$ cat config.mk
export PLATFORM = sky130hd
export DESIGN_NAME = fifo_burst_drain_flat
export DESIGN_NICKNAME = d
export VERILOG_FILES = /design/src/rtl/fifo_burst_drain_if.sv /design/src/rtl/fifo_burst_drain.sv /design/src/flat_wrapper.sv
export SDC_FILE = /design/constraint.sdc
export NUM_CORES = 1
export LEC_CHECK = 0
export ABC_AREA = 1
export CORE_MARGIN = 2
export CORE_UTILIZATION = 47
export DETAILED_ROUTE_END_ITERATION = 6
export PLACE_DENSITY = 0.84
export SKIP_LAST_GASP = 1
export SLEW_MARGIN = 10
export SYNTH_ARGS = -nofsm -noshare
export SYNTH_HDL_FRONTEND = slang
export SYNTH_SLANG_ARGS = --single-unit
$ cat constraint.sdc
create_clock -name clk -period 2.4 [get_ports clk]
set_input_delay 0.48 -clock clk [delete_from_list [all_inputs] [get_ports clk]]
set_output_delay 0.48 -clock clk [all_outputs]
set_load 0.03 [all_outputs]
$ cat src/rtl/fifo_burst_drain_if.sv
// FIFO read port and output stream of fifo_burst_drain, bundled so the
// drain block and its consumer share one connection.
interface fifo_burst_drain_if #(
  parameter int DATA_W = 128
);
  logic              fifo_empty;
  logic              fifo_almost_empty;
  logic              fifo_rd_en;
  logic [DATA_W-1:0] fifo_rd_data;
  logic              m_valid;
  logic              m_ready;
  logic [DATA_W-1:0] m_data;
  logic              m_last;

  modport master (
    input  fifo_empty, fifo_almost_empty, fifo_rd_data, m_ready,
    output fifo_rd_en, m_valid, m_data, m_last
  );

  modport slave (
    output fifo_empty, fifo_almost_empty, fifo_rd_data, m_ready,
    input  fifo_rd_en, m_valid, m_data, m_last
  );
endinterface

$ cat src/rtl/fifo_burst_drain.sv
// Pops words from the upstream FIFO and re-emits them as fixed BURST_LEN bursts
// on a valid/ready stream, through a 2-entry skid buffer.
module fifo_burst_drain #(
  parameter int DATA_W    = 128,
  parameter int BURST_LEN = 16,
  parameter int CNT_W     = 8
) (
  input  logic               clk,
  input  logic               rst_n,
  input  logic               en,
  input  logic               flush,
  fifo_burst_drain_if.master bus,
  output logic               burst_active,
  output logic [31:0]        words_sent
);

  typedef enum logic [1:0] {
    S_IDLE  = 2'd0,
    S_FILL  = 2'd1,
    S_DRAIN = 2'd2
  } state_t;

  // One extra bit so a BURST_LEN of 2**CNT_W is still representable.
  localparam logic [CNT_W:0] LP_BURST    = (CNT_W+1)'(BURST_LEN);
  localparam logic [CNT_W:0] LP_LAST_IDX = (CNT_W+1)'(BURST_LEN - 1);
  localparam logic [CNT_W:0] LP_ONE      = (CNT_W+1)'(1);

  state_t            r_state;
  state_t            w_next_state;
  logic [CNT_W:0]    r_rd_cnt;
  logic              w_rd_en;
  logic              w_pop;
  logic              w_last_in;
  logic [1:0]        r_buf_cnt;
  logic [DATA_W-1:0] r_buf_d0;
  logic [DATA_W-1:0] r_buf_d1;
  logic              r_buf_l0;
  logic              r_buf_l1;
  logic              r_burst_active;
  logic [31:0]       r_words_sent;

  assign w_pop     = (r_buf_cnt != 2'd0) & bus.m_ready;
  assign w_last_in = (r_rd_cnt == LP_LAST_IDX);

  // Next-state and FIFO read strobe
  always_comb begin
    w_next_state = r_state;
    w_rd_en      = 1'b0;
    case (r_state)
      S_IDLE: begin
        if (en && !bus.fifo_empty && (!bus.fifo_almost_empty || flush)) begin
          w_next_state = S_FILL;
        end else begin
          w_next_state = S_IDLE;
        end
      end
      S_FILL: begin
        w_rd_en = !bus.fifo_empty && (r_buf_cnt < 2'd2) && (r_rd_cnt < LP_BURST);
        if (w_rd_en && w_last_in) begin
          w_next_state = S_DRAIN;
        end else begin
          w_next_state = S_FILL;
        end
      end
      S_DRAIN: begin
        if (w_pop && r_buf_l0) begin
          w_next_state = S_IDLE;
        end else begin
          w_next_state = S_DRAIN;
        end
      end
      default: begin
        w_next_state = S_IDLE;
      end
    endcase
  end

  // State register and burst-active flag
  always_ff @(posedge clk or negedge rst_n) begin
    if (!rst_n) begin
      r_state        <= S_IDLE;
      r_burst_active <= 1'b0;
    end else begin
      r_state        <= w_next_state;
      r_burst_active <= (w_next_state != S_IDLE);
    end
  end

  // Beat counter: held at zero while idle so every burst starts from 0
  always_ff @(posedge clk or negedge rst_n) begin
    if (!rst_n) begin
      r_rd_cnt <= '0;
    end else if (r_state == S_IDLE) begin
      r_rd_cnt <= '0;
    end else if (w_rd_en) begin
      r_rd_cnt <= r_rd_cnt + LP_ONE;
    end
  end

  // Skid buffer; unused slots are kept at zero so the head reads 0 when empty
  always_ff @(posedge clk or negedge rst_n) begin
    if (!rst_n) begin
      r_buf_cnt <= 2'd0;
      r_buf_d0  <= {DATA_W{1'b0}};
      r_buf_d1  <= {DATA_W{1'b0}};
      r_buf_l0  <= 1'b0;
      r_buf_l1  <= 1'b0;
    end else begin
      case ({w_rd_en, w_pop})
        2'b10: begin
          if (r_buf_cnt == 2'd0) begin
            r_buf_d0 <= bus.fifo_rd_data;
            r_buf_l0 <= w_last_in;
          end else begin
            r_buf_d1 <= bus.fifo_rd_data;
            r_buf_l1 <= w_last_in;
          end
          r_buf_cnt <= r_buf_cnt + 2'd1;
        end
        2'b01: begin
          r_buf_d0  <= r_buf_d1;
          r_buf_l0  <= r_buf_l1;
          r_buf_d1  <= {DATA_W{1'b0}};
          r_buf_l1  <= 1'b0;
          r_buf_cnt <= r_buf_cnt - 2'd1;
        end
        2'b11: begin
          if (r_buf_cnt == 2'd1) begin
            r_buf_d0 <= bus.fifo_rd_data;
            r_buf_l0 <= w_last_in;
          end else begin
            r_buf_d0 <= r_buf_d1;
            r_buf_l0 <= r_buf_l1;
            r_buf_d1 <= bus.fifo_rd_data;
            r_buf_l1 <= w_last_in;
          end
        end
        default: begin
        end
      endcase
    end
  end

  // Accepted-word counter, wraps naturally at 2**32
  always_ff @(posedge clk or negedge rst_n) begin
    if (!rst_n) begin
      r_words_sent <= 32'd0;
    end else if (w_pop) begin
      r_words_sent <= r_words_sent + 32'd1;
    end
  end

  assign bus.fifo_rd_en = w_rd_en;
  assign bus.m_valid    = (r_buf_cnt != 2'd0);
  assign bus.m_data     = r_buf_d0;
  assign bus.m_last     = r_buf_l0;
  assign burst_active   = r_burst_active;
  assign words_sent     = r_words_sent;

endmodule
$ cat src/flat_wrapper.sv
// flat-port wrapper written by rule: the top's interface ports become plain ports
module fifo_burst_drain_flat 
#(
  parameter int DATA_W    = 128,
  parameter int BURST_LEN = 16,
  parameter int CNT_W     = 8
)
  (clk, rst_n, en, flush, burst_active, words_sent, bus_fifo_empty, bus_fifo_almost_empty, bus_fifo_rd_data, bus_m_ready, bus_fifo_rd_en, bus_m_valid, bus_m_data, bus_m_last);
  fifo_burst_drain_if #(.DATA_W(DATA_W)) bus_i ();
  input  logic clk;
  input  logic rst_n;
  input  logic en;
  input  logic flush;
  output logic burst_active;
  output logic [31:0] words_sent;
  input wire logic [$bits(bus_i.fifo_empty)-1:0] bus_fifo_empty;
  input wire logic [$bits(bus_i.fifo_almost_empty)-1:0] bus_fifo_almost_empty;
  input wire logic [$bits(bus_i.fifo_rd_data)-1:0] bus_fifo_rd_data;
  input wire logic [$bits(bus_i.m_ready)-1:0] bus_m_ready;
  output wire logic [$bits(bus_i.fifo_rd_en)-1:0] bus_fifo_rd_en;
  output wire logic [$bits(bus_i.m_valid)-1:0] bus_m_valid;
  output wire logic [$bits(bus_i.m_data)-1:0] bus_m_data;
  output wire logic [$bits(bus_i.m_last)-1:0] bus_m_last;
  assign bus_i.fifo_empty = bus_fifo_empty;
  assign bus_i.fifo_almost_empty = bus_fifo_almost_empty;
  assign bus_i.fifo_rd_data = bus_fifo_rd_data;
  assign bus_i.m_ready = bus_m_ready;
  assign bus_fifo_rd_en = bus_i.fifo_rd_en;
  assign bus_m_valid = bus_i.m_valid;
  assign bus_m_data = bus_i.m_data;
  assign bus_m_last = bus_i.m_last;
  fifo_burst_drain #(.DATA_W(DATA_W), .BURST_LEN(BURST_LEN), .CNT_W(CNT_W)) u_core (.clk(clk), .rst_n(rst_n), .en(en), .flush(flush), .bus(bus_i), .burst_active(burst_active), .words_sent(words_sent));
endmodule
# Yosys cells after proc, flatten, opt, wreduce, memory -nomap -nowiden
# Cells that the tools add are included.
[totals]
register_bits = 304
latchBits = 0
mem_bits_rw = 0
romBits = 0
inputBits = 135
output_inout_bits = 164
elab_cells = 64
memories = 0
[op_classes]
add_sub_neg = 4
n_mul = 0
div_mod_pow = 0
n_lt_le_gt_ge = 2
eq_ne = 10
n_shift = 0
n_mux = 20
n_bitwise = 1
reduce_logical = 18
[op_table]
columns = ["op", "count"]
rows = [
  ["$pmux 128 s3", 2],
  ["$mux 128", 4],
  ["$add 32x1->32 const B", 1],
  ["$mux 9", 2],
  ["$add 9x1->9 const B", 1],
  ["$eq 9x4->1 const B", 1],
  ["$lt 9x5->1 const B", 1],
  ["$reduce_bool 2->1", 4],
  ["$eq 2x1->1 const B", 3],
  ["$eq 2x2->1 const B", 3],
  ["$logic_and 1x1->1", 6],
  ["$mux 1", 6],
  ["$pmux 1 s3", 2],
  ["$pmux 2 s3", 1],
  ["$logic_not 2->1", 2],
  ["$mux 2", 2],
  ["$ne 2x2->1 const B", 2],
  ["$pmux 2 s2", 1],
  ["$reduce_and 3->1", 1],
  ["$reduce_bool 3->1", 1],
  ["$add 2x1->2 const B", 1],
  ["$logic_not 1->1", 2],
  ["$lt 2x2->1 const B", 1],
  ["$ne 2x1->1 const B", 1],
  ["4 further kinds", 4],
]

# Logic depth before layout (Yosys ltp)
[logic_depth]
word_depth = 7
ltp_mapped = 17
mapped_depth_nobuf = 14

# Worst setup path after synthesis
# Ideal clock, no wire load.
[synth_path]
path_type = "register to register"
from = "register u_core.r_buf_cnt[0]"
to = "register u_core.r_buf_d0[117] (netlist: u_core.bus.m_data[117])"
t_arrival_ns = 2.464
setup_slack_ns = -0.130
stages_incl_launch_ff = 16
cell_sequence = "dfrtp_1 > inv_1 > ha_1 > inv_2 > nand2_4 > inv_2 > clkbuf_1 > ha_1 > inv_1 > o21ai_1 > buf_2 > buf_1 > nand3_1 > nand2_1 > nand2_1 > nand2_1"
[synth_rtl]
columns = ["item", "line_no", "source"]
rows = [
  ["start, declared", "fifo_burst_drain.sv:34", "logic [1:0] r_buf_cnt;"],
  ["start signal, assigned", "fifo_burst_drain.sv:118", "r_buf_cnt <= r_buf_cnt + 2'd1;"],
  ["start signal, assigned", "fifo_burst_drain.sv:125", "r_buf_cnt <= r_buf_cnt - 2'd1;"],
  ["$reduce_bool 2->1 (*)", "--", ""],
  ["net bus_m_valid", "flat_wrapper.sv:21", "output wire logic [$bits(bus_i.m_valid)-1:0] bus_m_valid;"],
  ["$and 1x1->1 (*)", "fifo_burst_drain.sv:42", "assign w_pop = (r_buf_cnt != 2'd0) & bus.m_ready;"],
  ["net u_core.w_pop", "fifo_burst_drain.sv:32", "logic w_pop;"],
  ["$eq 2x2->1 or $eq 2x1->1 (tied branches)", "fifo_burst_drain.sv:109", "case ({w_rd_en, w_pop})"],
  ["$ne 2x1->1 (no source line) or $reduce_bool 3->1 (tied branches)", "--", ""],
  ["$reduce_and 2->1 (no source line)", "--", ""],
  ["end signal, assigned", "fifo_burst_drain.sv:104", "r_buf_d0 <= {DATA_W{1'b0}};"],
  ["end signal, assigned", "fifo_burst_drain.sv:112", "r_buf_d0 <= bus.fifo_rd_data;"],
  ["end signal, assigned", "fifo_burst_drain.sv:121", "r_buf_d0 <= r_buf_d1;"],
  ["end, declared", "fifo_burst_drain.sv:35", "logic [DATA_W-1:0] r_buf_d0;"],
]
# The timed path passes the listed nets; every way through them passes the cells marked *.
# A chain may end at the register's enable or synchronous reset.

# Worst setup path after layout
[layout_path]
from = "register u_core.r_buf_cnt[0]"
to = "register u_core.r_buf_d0[54] (netlist: u_core.bus.m_data[54])"
[layout_between]
elab_chain_len = 7
[layout_lines]
columns = ["item", "line_no", "source"]
rows = [
  ["$lt 2x2->1", "fifo_burst_drain.sv:58", "w_rd_en = !bus.fifo_empty && (r_buf_cnt < 2'd2) && (r_rd_cnt < LP_BURST);"],
  ["$logic_and 1x1->1 (2 in a row)", "fifo_burst_drain.sv:58", ""],
  ["$mux 1", "fifo_burst_drain.sv:49", "case (r_state)"],
  ["$eq 2x2->1 or $eq 2x1->1 (tied branches)", "fifo_burst_drain.sv:109", ""],
  ["$ne 2x1->1 (no source line) or $reduce_bool 3->1 (tied branches)", "--", ""],
  ["$reduce_and 2->1 (no source line)", "--", ""],
]
# Several ways; a longest one is shown, not always the timed one.

==> run metrics <==
status finished clean; synthesized flop and latch total approximately 300; final hold violation count 0; worst path required time 2.89 ns; Leak 9.539 nW; DR vias about 14000; Worst-Skew Late Latency 0.55 ns; Min-Delay Path Class in -> async; Die Width 179.7 um; placed cell count 2474; row cnt 64; final instance area 0.01923 mm^2; WL final 41180 um; PortBufs between 200 and 300; Area contributors post-synth dfrtp_1, nand2_1, nand3_1; max-cap violation count 0; unrepaired setup endpoints after global routing true; IO Count around 300; Worst EP arrival 2.75 ns; Root Driver clkbuf_16; sequential area share after synthesis 52.44%; Worst slew margin 63.69%; Fmax 441.5 MHz; Core ar. 0.03051 mm^2; Setup Viol. Count Final 0; top post-synthesis cells by count nand2_1, nand3_1, dfrtp_1, inv_1, o21ai_0; vias in the first global route 13615; DR iter-0 viols 1314; Post-DP Area between 0.015 and 0.02 mm^2; H-tree Lvls 1; EDFF count, synth 0; min Tclk post-route 2.265 ns; max-slew violations 0; total global routing overflow 0; DRT Pass-1 Iters 5; Avg Vias per Cell ~5.4; Reg-to-Reg Start u_core.r_buf_cnt[0]$_DFFE_PN0P_; cell with the most instances after synthesis nand2_1; total CTS buffers 31; all-layer global routing usage 25.16%; synth unique cells 27; cells on worst reg2reg path 13; CTS tree built; DP HPWL between 20000 and 30000 um; wire length of the first global-routing pass between 60000 and 70000 um; Fill cells 2448; FF+latch area 0.007607 mm^2; Clock Pin Slew Worst Setup and Hold Paths about 0.060 ns; Remaining DRCs 0; clock sinks 304; Routed wire per std cell 16.25 um; initial core utilization a little under half; multi-input logic area 0.005677 mm^2; crit-path max FO 60; worst vdd ir about 720 uV; Routed Antenna Nets 0; Max clock buf depth 3; antenna violations before repair 3; # Post-CTS Setup Buffers 0; cell area power density 1307 mW/mm^2; Post-Route Skew about 0.008 ns; gpl congestion 0.8704; Area Overhead vs Synth 32.58%; nets@finish around 2300; Yosys top cell area share 52.44%; Syn Nets 1996; hold_ws 0.4547 ns; Chip Height between 150 and 200 um; ys flop type dfrtp_1; crit end category flop; FF-to-FF setup slack 0.13 ns; Syn Area/Cell 7.834 um^2; largest net degree at the start of global routing 96; synthesized cell area 0.01451 mm^2; Layout Cells excl Fill between 2000 and 3000; Worst Tran Pin Value 0.5446 ns; YS warnings 0; period utilisation layout 94.38%; Critical Path Source Type flop; die area around 0.032 mm^2; critical path class reg -> reg; ys async rst share 100.0%; biggest area consumer among synthesized cells dfrtp_1; reg-to-reg endpoint u_core.bus.m_data[54]$_DFFE_PN0P_; Cells after Synth 1852; share of cells above drive strength 1 5.899%
-- placed cells by master (no fill, tap or decap), types with 14 or more instances in the layout --
master,count
inv_1,170
clkbuf_8,14
buf_12,21
nor2_1,38
dfrtp_1,304
clkdlybuf4s50_1,295
buf_4,34
clkbuf_16,31
o21ai_0,136
nand3_1,418
nand2_1,589
-- routing by layer --
layer	GRT usage, %	vias up	share of wire (%)
met5	0	-	0
met1	32.76	6516	40
met2	41.44	675	48
met3	4.903	107	8.8
li1	-	6435	-
met4	10.24	0	3.6
-- kinds of logic (layout without fill, tap and decap cells) --
kind of cell | count (synthesis) | after routing | share of synthesized area (%)
and+or+nand+nor | 1070 | 1070 | 31.78
buffers and inverters | 305 | 589 | 8.668
DFF | 304 | 304 | 52.44
AOI/OAI and AO/OA | 142 | 142 | 5.011
xor gates and xnor gates | 22 | 22 | 1.328
adders and majority gates | 9 | 9 | 0.7762
other | 0 | 2 | 0
-- critical path: stages, from the launching register on --
cell	delay [ns]
dfrtp_1	0.36
inv_1	0.07
ha_1	0.24
inv_2	0.10
nand2_4	0.09
inv_4	0.07
ha_1	0.17
inv_1	0.07
o21ai_4	0.22
buf_12	0.30
nand3_1	0.14
nand2_1	0.12
nand2_1	0.09
nand2_1	0.10
-- worst max-delay path by stage --
stage	start	to	slack (ns)	depth (start not counted)
6_report	u_core.r_buf_cnt[0]$_DFFE_PN0P_	u_core.bus.m_data[54]$_DFFE_PN0P_	0.13	13
3_3_place_gp	bus_fifo_empty	u_core.r_buf_d1[39]$_DFFE_PN0P_	-0.20	12
2_1_floorplan	u_core.r_buf_cnt[0]$_DFFE_PN0P_	u_core.bus.m_data[117]$_DFFE_PN0P_	0.02	15
4_1_cts	u_core.r_buf_cnt[1]$_DFFE_PN0P_	u_core.bus.m_data[54]$_DFFE_PN0P_	0.11	15
5_1_grt	u_core.r_buf_cnt[0]$_DFFE_PN0P_	u_core.r_buf_d1[111]$_DFFE_PN0P_	-0.005	13
3_5_place_dp	bus_fifo_empty	u_core.r_buf_d1[52]$_DFFE_PN0P_	-0.27	12
-- flip-flops by register name, indices dropped and copies added (netlist names) --
register             flops
u_core.bus.m_data      128
u_core.r_rd_cnt          9
u_core.burst_active      1
u_core.bus.m_last        1
u_core.r_state           2
u_core.r_buf_l1          1
u_core.r_buf_cnt         2
u_core.words_sent       32
u_core.r_buf_d1        128
-- what timing repair did --
| action | CTS | global route |
|---|---|---|
| gates resized for setup | 1 | 2 |
| endpoints found under the setup margin | 1 | 2 |
| endpoints found under the hold margin | 45 | 0 |
| cloned | 0 | 0 |
| hold buffers | 1 | 0 |
-- area by class of cell --
type | instances | area share [%]
Multi-Input combinational cell | 1243 | 29.51
Tap cell | 396 | 2.576
Timing Repair Buffer | 354 | 19.10
Clock buffer | 50 | 5.132
Clock inverter | 7 | 0.5919
Inverter | 178 | 3.513
Antenna cell | 2 | 0.02602
Sequential cell | 304 | 39.55
-- through the flow --
step	setup WS [ns]	power [mW]	setup TNS [ns]	util (%)
floorplan	0.01894	15.21	0	-
global placement	-0.2011	19.63	-39.09	59.37
detailed placement	-0.2655	20.02	-49.15	59.37
CTS	0.1123	25.25	0	63.01
global route	-0.004988	26.64	-0.009893	63.05
finish	0.1350	25.14	0	63.05
-- report_power, final --
part / switching (mW) / internal, mW
combinational: 7.09 / 4.29
clock: 2.00 / 3.11
sequential: 1.37 / 7.28
total: 10.5 / 14.7
(Power assumes the default switching activity.)
